[src/rtl/dff_edge_counter.sv]
// Debounces a synchronous flop output, emits rise/fall pulses and counts selected edges.
// Latency: DEB_CYC enabled posedges from a stable new level to pulse/level/count; no backpressure.
module dff_edge_counter #(
    parameter int CNT_W   = 8,
    parameter int DEB_CYC = 2,
    parameter int SAT_EN  = 1
) (
    input  logic             clk,
    input  logic             rst,
    input  logic             en,
    input  logic             q_in,
    input  logic             clr,
    input  logic [1:0]       edge_sel,
    output logic             level,
    output logic             rise_pulse,
    output logic             fall_pulse,
    output logic [CNT_W-1:0] count,
    output logic             sat,
    output logic             ovf
);

    localparam int               DEB_W   = $clog2(DEB_CYC + 1);
    localparam logic [DEB_W-1:0] DEB_TGT = DEB_W'(DEB_CYC);
    localparam logic [CNT_W-1:0] CNT_MAX = '1;

    typedef enum logic [1:0] {
        ST_LOW   = 2'd0,
        ST_CHK_H = 2'd1,
        ST_HIGH  = 2'd2,
        ST_CHK_L = 2'd3
    } state_t;

    state_t           state_q, state_d;
    logic [DEB_W-1:0] deb_cnt_q, deb_cnt_d;
    logic [DEB_W-1:0] deb_inc;
    logic             level_q, level_d;
    logic             rise_q, rise_d;
    logic             fall_q, fall_d;
    logic [CNT_W-1:0] count_q, count_d;
    logic             sat_q, sat_d;
    logic             ovf_q, ovf_d;
    logic             cnt_evt;

    assign deb_inc = deb_cnt_q + DEB_W'(1);

    always_comb begin
        state_d   = state_q;
        deb_cnt_d = deb_cnt_q;
        rise_d    = 1'b0;
        fall_d    = 1'b0;
        if (en) begin
            case (state_q)
                ST_LOW: begin
                    if (q_in) begin
                        if (DEB_CYC == 1) begin
                            state_d = ST_HIGH;
                            rise_d  = 1'b1;
                        end else begin
                            state_d   = ST_CHK_H;
                            deb_cnt_d = DEB_W'(1);
                        end
                    end
                end
                ST_CHK_H: begin
                    if (!q_in) begin
                        state_d   = ST_LOW;
                        deb_cnt_d = '0;
                    end else if (deb_inc == DEB_TGT) begin
                        state_d   = ST_HIGH;
                        deb_cnt_d = '0;
                        rise_d    = 1'b1;
                    end else begin
                        deb_cnt_d = deb_inc;
                    end
                end
                ST_HIGH: begin
                    if (!q_in) begin
                        if (DEB_CYC == 1) begin
                            state_d = ST_LOW;
                            fall_d  = 1'b1;
                        end else begin
                            state_d   = ST_CHK_L;
                            deb_cnt_d = DEB_W'(1);
                        end
                    end
                end
                default: begin
                    if (q_in) begin
                        state_d   = ST_HIGH;
                        deb_cnt_d = '0;
                    end else if (deb_inc == DEB_TGT) begin
                        state_d   = ST_LOW;
                        deb_cnt_d = '0;
                        fall_d    = 1'b1;
                    end else begin
                        deb_cnt_d = deb_inc;
                    end
                end
            endcase
        end
        level_d = (state_d == ST_HIGH) || (state_d == ST_CHK_L);
    end

    // Counting keys off the pulse being generated this cycle so count and pulse land together.
    always_comb begin
        cnt_evt = (rise_d && (edge_sel == 2'b00 || edge_sel == 2'b10)) ||
                  (fall_d && (edge_sel == 2'b01 || edge_sel == 2'b10));
        count_d = count_q;
        ovf_d   = ovf_q;
        if (clr) begin
            count_d = '0;
            ovf_d   = 1'b0;
        end else if (cnt_evt) begin
            if (count_q != CNT_MAX) begin
                count_d = count_q + CNT_W'(1);
            end else if (SAT_EN == 0) begin
                count_d = '0;
                ovf_d   = 1'b1;
            end
        end
        sat_d = (SAT_EN != 0) && (count_d == CNT_MAX);
    end

    always_ff @(posedge clk) begin
        if (!rst) begin
            state_q   <= ST_LOW;
            deb_cnt_q <= '0;
            level_q   <= 1'b0;
            rise_q    <= 1'b0;
            fall_q    <= 1'b0;
            count_q   <= '0;
            sat_q     <= 1'b0;
            ovf_q     <= 1'b0;
        end else begin
            state_q   <= state_d;
            deb_cnt_q <= deb_cnt_d;
            level_q   <= level_d;
            rise_q    <= rise_d;
            fall_q    <= fall_d;
            count_q   <= count_d;
            sat_q     <= sat_d;
            ovf_q     <= ovf_d;
        end
    end

    assign level      = level_q;
    assign rise_pulse = rise_q;
    assign fall_pulse = fall_q;
    assign count      = count_q;
    assign sat        = sat_q;
    assign ovf        = ovf_q;

endmodule

[config.mk]
export PLATFORM = sky130hd
export DESIGN_NAME = dff_edge_counter
export DESIGN_NICKNAME = d
export VERILOG_FILES = /design/src/rtl/dff_edge_counter.sv
export SDC_FILE = /design/constraint.sdc
export NUM_CORES = 1
export LEC_CHECK = 0
export BUFFER_PORTS_ARGS = -buffer_cell sky130_fd_sc_hd__buf_4
export CORE_MARGIN = 1
export CORE_UTILIZATION = 40
export CTS_CLUSTER_DIAMETER = 60
export CTS_CLUSTER_SIZE = 40
export DETAILED_ROUTE_END_ITERATION = 12
export SETUP_SLACK_MARGIN = 0.02
export SLEW_MARGIN = 30
export SYNTH_ARGS = -nofsm -noshare
export SYNTH_HDL_FRONTEND = slang
export SYNTH_SLANG_ARGS = --single-unit
export TNS_END_PERCENT = 5
[constraint.sdc]
create_clock -name clk -period 2.2 [get_ports clk]
set_input_delay 0.11 -clock clk [delete_from_list [all_inputs] [get_ports clk]]
set_output_delay 0.11 -clock clk [all_outputs]
set_load 0.02 [all_outputs]
==> results.cfg, run 1 <==
[run_status]
status = completed

[worst_setup_path]
regToRegSetupSlack_ps = 140
end_kind = flop
cp.required_ps = 2410
r2r_end = sat$_SDFF_PN0_
crit_family = simple AND/OR/NAND/NOR gates
arrival_ps = 2270
r2r_start = deb_cnt_q[1]$_SDFFE_PN0P_
worst-path-stages = 6
path_buf_inv = 0
rr_worst_depth = 6
slowest_delay_ps = 550
worst-setup-path-type = flop to flop
cp_cell_sequence = and2b_2 > nand3_4 > or4_4 > nor2b_4 > or4_1 > nor4_2
crit_fanout = 3
crit_slowest_cell = or4_4
startpoint_type = flop

[detailed_routing]
drtIter0Drc = 14
firstDrtPassIters = 4
vias_per_cell = 5.02
wire_per_inst_um = 11.6
vias = 753
detail-route-antenna-nets = 0
drc_errors = 0
drt_wl_total_um = 1740

[placed_design]
gp_congestion = 0.817
dp_cells = 147
dp_worst_setup_slack_ps = 121
port_buffers = 18
hpwl_um = 1340
place_area_um2 = 1080

[cells_and_area]
nNetsFinal = 135
fin_cells = 150
final_core_util_pct = 55.1
areaGrowthSynthToFinish_pct = 26.7
drive_above_1_share_pct = 35.0
final_area_um2 = 1110
antenna_cells = 0

[logic_synthesis]
synth_compound_area_share_pct = 7.82
syn_inst = 98
synth-adder-area-share_pct = 4.27
netlist_area_um2 = 880
synth-seq-cells = 16
synth.area.top_cells = dfxtp_1 (36%), nand2_1 (5.1%), nor2_1 (4.7%), ha_1 (4.3%), xnor2_1 (4.0%)
async_flop_share_pct = 0
synth_nets = 108
synth_warnings = 0
yosys.area.top_type = dfxtp_1
synthFlopType = dfxtp_1
seq_area_frac_synth_pct = 36.4
avgSynthCellArea_um2 = 8.98
synth_most_common_cell = dfxtp_1
yosysTopAreaCellShare_pct = 36.4
synth_top_family_by_area = simple AND/OR/NAND/NOR gates
netlist_top_cells_count = dfxtp_1 (16), nand2_1 (12), nor2_1 (11), nand3_1 (6)
synth_mux_area_share_pct = 3.41
yosys.area_share.xor_xnor_pct = 5.97
yosysUniqueCellTypes = 37
synth_edf_count = 0
synth-simple-area-share_pct = 38.7

[timing]
hold_viol = 0
min_period_ps = 2060
setup_slack_ps = 141
rsz0062_at_grt = no
fin_crit_sh_pct = 93.6
drv_slew = 0
fmax_ghz = 0.486
setup_tns_ps = 0
clock_skew_ps = 3.12
finalSetupViolCount = 0

[worst_hold_path]
hold_path_depth = 2
worstHoldStart = clr
hold_path_class = primary input to flop
hold_end = sat$_SDFF_PN0_

[global_route]
antenna_found_initial = 0
grt_remaining_overflow = 0
grt_max_degree = 10
grt_pass1_vias = 724
grt_usage_pct = 16.7
grt_pass1_wl_um = 3100

[clock_network]
cts_setup_buffers = 0
clock_latency_ps = 290
tritoncts = yes
clock_sinks = 16
cts_max_path_buffers = 2
cts_resized = 0
cts_root_buf = clkbuf_4
cts_buffers = 3
clk_pin_slew_ps = 90
hold_buffers = 0
cts_max_level = 1

[floorplanning]
rows = 16
die_y_um = 48.9
die_area_um2 = 2390
core-area_um2 = 2020
die_x_um = 48.9
num_io_pins = 20
start_util_pct = 43.5

[power_and_ir_drop]
ir_drop_mv = 0.299
power_density_nw_per_um2 = 448
p_leak_nw = 0.440

[job]
cap_violations = 0
## flip-flops by register name (all words and copies together), names as in the netlist
register,flops
count,8
deb_cnt_q,2
fall_pulse,1
level,1
rise_pulse,1
sat,1
state_q,2
## routing by layer
metal	GRT usage, %	vias up	wire [µm]	part of all wire, %
li1	-	392	-	-
met1	22.9	341	898	52
met2	25.5	17	753	43
met3	3.74	3	64	3.7
met4	5.88	0	23	1.3
met5	0	-	0	0
## cells in the final DEF (no fill, tap or decap), types with 2 or more instances in the layout
master	netlist	layout
nand2b_1	2	2
clkbuf_4	0	3
nor2b_4	1	2
xnor2_1	4	4
dfxtp_2	0	3
nand3b_1	2	2
ha_1	3	3
a21oi_1	4	4
and3_2	2	2
inv_1	3	3
nand2_1	12	12
nor2_2	1	2
nand3_1	6	6
nor3_1	3	3
buf_4	2	24
xor2_1	2	2
nor2_1	11	10
mux2i_1	3	3
dfxtp_1	16	13
## metrics by stage
stage | power (W) | hold WS, ps
2_1_floorplan | 0.000330 | 180
3_3_place_gp | 0.000349 | 325
3_5_place_dp | 0.000350 | 328
4_1_cts | 0.000501 | 18.5
5_1_grt | 0.000521 | 28.7
6_report | 0.000500 | 19.0
## power breakdown
| part | total (W) | leakage (nW) | internal, W | switching (W) |
|---|---|---|---|---|
| clock | 0.000156 | 0.0138 | 0.0000637 | 0.0000922 |
| sequential | 0.000295 | 0.131 | 0.000292 | 0.00000215 |
| combinational | 0.0000492 | 0.296 | 0.0000216 | 0.0000276 |
## kinds of logic after synthesis
group / count (synthesis)
and+or+nand+nor: 55
DFF: 16
AOI/OAI and AO/OA: 9
xor gates and xnor gates: 6
buffers and inverters: 5
adders and majority gates: 3
muxes: 3
other: 1
## cell type report
type	count	area (µm²)
Sequential cell	16	324
Fill cell	192	907
Inverter	3	11.3
Multi-Input combinational cell	77	543
Timing Repair Buffer	24	180
Clock buffer	3	22.5
Tap cell	27	33.8
## how the worst max path moves through the flow
stage                         startpoint             end  slack, ps
6_report       deb_cnt_q[1]$_SDFFE_PN0P_  sat$_SDFF_PN0_        140
5_1_grt        deb_cnt_q[1]$_SDFFE_PN0P_  sat$_SDFF_PN0_         20
4_1_cts            state_q[1]$_SDFF_PN0_  sat$_SDFF_PN0_        100
3_5_place_dp                 edge_sel[0]  sat$_SDFF_PN0_        120
3_3_place_gp                 edge_sel[0]  sat$_SDFF_PN0_        150
2_1_floorplan        count[1]$_SDFF_PN0_  sat$_SDFF_PN0_         80
No activity file was read; power rests on OpenSTA's default activity.
==> inputs of run 2 (changes only) <==
- ABC_AREA: unset -> 1
- PLACE_DENSITY: unset -> 0.71
- RECOVER_POWER: unset -> 50
==> run 2 against run 1 <==
Sequential cell count is the same. Largest power group unchanged. Worst hold slack gained 66 ps. Cell count is 27% higher. Clock-buffer cell count up 1. Core utilization down 4.6 points. Fmax grew 28%. Combinational power fell by 16%. Worst setup slack improved by 450 ps. Global-route usage shrank 0.57 points. Critical path type unchanged.
==> results.cfg, run 2 <==
[run_status]
status = completed

[clock_network]
cts_setup_buffers = 0
hold_buffers = 1
cts_resized = 0
cts_max_level = 1
cts_max_path_buffers = 2
tritoncts = yes
clock_sinks = 16
clock_latency_ps = 290
cts_buffers = 3
cts_root_buf = clkbuf_4
clk_pin_slew_ps = 90

[cells_and_area]
antenna_cells = 0
drive_above_1_share_pct = 20.4
layout_commonest_cell = nand2_1
largest_register_ffs = 8
areaGrowthSynthToFinish_pct = 14.5
nNetsFinal = 173
mostFrequentLayoutCells = nand2_1 (31), inv_1 (18), dfxtp_1 (16)

[logic_synthesis]
avgSynthCellArea_um2 = 7.26
synth_compound_area_share_pct = 8.80
netlist_top_cells_count = nand2_1 (30), inv_1 (17), dfxtp_1 (16), nor2_1 (15), nand3_1 (13)
netlist_area_um2 = 1020
async_flop_share_pct = 0
synth_top_family_by_area = simple AND/OR/NAND/NOR gates
yosysUniqueCellTypes = 31
synth.area.top_cells = dfxtp_1 (31%), nand2_1 (11%), nand3_1 (6.4%), inv_1 (6.2%), nor2_1 (5.5%)
synth_most_common_cell = nand2_1
synthFlopType = dfxtp_1
yosysTopAreaCellShare_pct = 31.3
synth_warnings = 0
synth-simple-area-share_pct = 42.9
syn_inst = 141
synth_edf_count = 0
yosys.area.top_type = dfxtp_1
synth_nets = 151
synth-adder-area-share_pct = 3.67
yosys.area_share.xor_xnor_pct = 2.57
seq_area_frac_synth_pct = 31.3
synth-seq-cells = 16
synth_mux_area_share_pct = 0

[worst_setup_path]
path_buf_inv = 0
regToRegSetupSlack_ps = 590
r2r_end = sat$_SDFF_PN0_
cpMostUsedCell = nand2_1
r2r_start = count[1]$_SDFF_PN0_
rr_worst_depth = 10
startpoint_type = flop
crit_family = simple AND/OR/NAND/NOR gates
cp-startpoint = count[1]$_SDFF_PN0_
cp_cell_sequence = ha_1 > nand2_2 > nor2_4 > nand2_4 > xor2_1 > nand2_1 > nand3_1 > nor2_1 > nand2_1 > nor2_2
crit_slowest_cell = dfxtp_1
slowest_delay_ps = 410
arrival_ps = 1850
cp.required_ps = 2430
worst-setup-path-type = flop to flop
end_kind = flop
crit_fanout = 7

[floorplanning]
rows = 17
num_io_pins = 20
start_util_pct = 44.1
die_y_um = 52.6
core-area_um2 = 2320
die_area_um2 = 2770
die_x_um = 52.6

[global_route]
grt_pass1_wl_um = 3300
grt_max_degree = 13
grt_usage_pct = 16.1
grt_pass1_vias = 836
antenna_found_initial = 0
grt_remaining_overflow = 0

[worst_hold_path]
hold_end = deb_cnt_q[1]$_SDFFE_PN0P_
hold_path_class = primary input to flop
hold_path_depth = 3
worstHoldStart = rst

[placed_design]
hpwl_um = 1580
port_buffers = 18
dp_worst_setup_slack_ps = 608
gp_congestion = 0.885

[detailed_routing]
firstDrtPassIters = 4
met2_length_um = 871
vias = 924
drtIter0Drc = 13
met3_length_um = 70
drt_wl_total_um = 1920
detail-route-antenna-nets = 0
wire_per_inst_um = 10.1
vias_per_cell = 4.86
highest_layer = met4
m1WireLength_um = 931
drc_errors = 0

[timing]
hold_viol = 0
finalSetupViolCount = 0
min_period_ps = 1610
clock_skew_ps = 3.98
fin_crit_sh_pct = 73.3
fmax_ghz = 0.620
rsz0062_at_grt = no
setup_tns_ps = 0
drv_slew = 0
setup_slack_ps = 588

[power_and_ir_drop]
power_density_nw_per_um2 = 452
ir_drop_mv = 0.300
p_leak_nw = 0.504

[job]
cap_violations = 0
## run 2: cell types whose count changed after synthesis, moves of 4 or more
cell and change:
inv_1 +14, nand3_1 +7, nand2_1 +18, nor2_1 +4
## run 2: layout make-up
class / count / area, µm²
multi-input combinational: 102 / 594
tap: 28 / 35.0
fill: 242 / 1150
sequential: 16 / 320
inverter: 21 / 78.8
timing repair buffer: 19 / 108
clock buffer: 4 / 36.3
## run 2: logic make-up after synthesis
kind of cell	Yosys count
DFF	16
adders and majority gates	3
other	1
xor gates and xnor gates	3
buffers and inverters	23
and+or+nand+nor	81
AOI/OAI and AO/OA	14
## run 2: routing by layer
layer	up-vias	GRT usage [%]
met2	16	25.7
met5	-	0
met4	0	8.33
met3	5	2.61
li1	494	-
met1	409	20.6
## run 2: how the worst max path moves through the flow
stage	depth (start not counted)	endpoint
floorplan	10	sat$_SDFF_PN0_
global placement	10	sat$_SDFF_PN0_
detailed placement	10	sat$_SDFF_PN0_
CTS	10	sat$_SDFF_PN0_
global route	10	sat$_SDFF_PN0_
finish	10	sat$_SDFF_PN0_
## run 2: stage by stage
| stage | power [W] | utilization [%] | hold slack, ps | std cells | cell area [µm²] |
|---|---|---|---|---|---|
| floorplan | 0.000329 | - | 188 | 141 | 1020 |
| global placement | 0.000342 | 50.3 | 308 | 185 | 1170 |
| detailed placement | 0.000344 | 50.3 | 312 | 185 | 1170 |
| CTS | 0.000539 | 52.3 | 79.1 | 190 | 1210 |
| global route | 0.000557 | 50.6 | 89.8 | 190 | 1170 |
| finish | 0.000530 | 50.6 | 85.1 | 190 | 1170 |
## run 2: tightest hold or removal path: stages
cell	delay (ps)
buf_4	120
nand2_1	60
nor2_1	40
## run 2: power breakdown
group | total, W | internal, W | switching (W)
clock network | 0.000193 | 0.000101 | 0.0000921
logic | 0.0000414 | 0.0000168 | 0.0000246
registers | 0.000295 | 0.000292 | 0.00000288
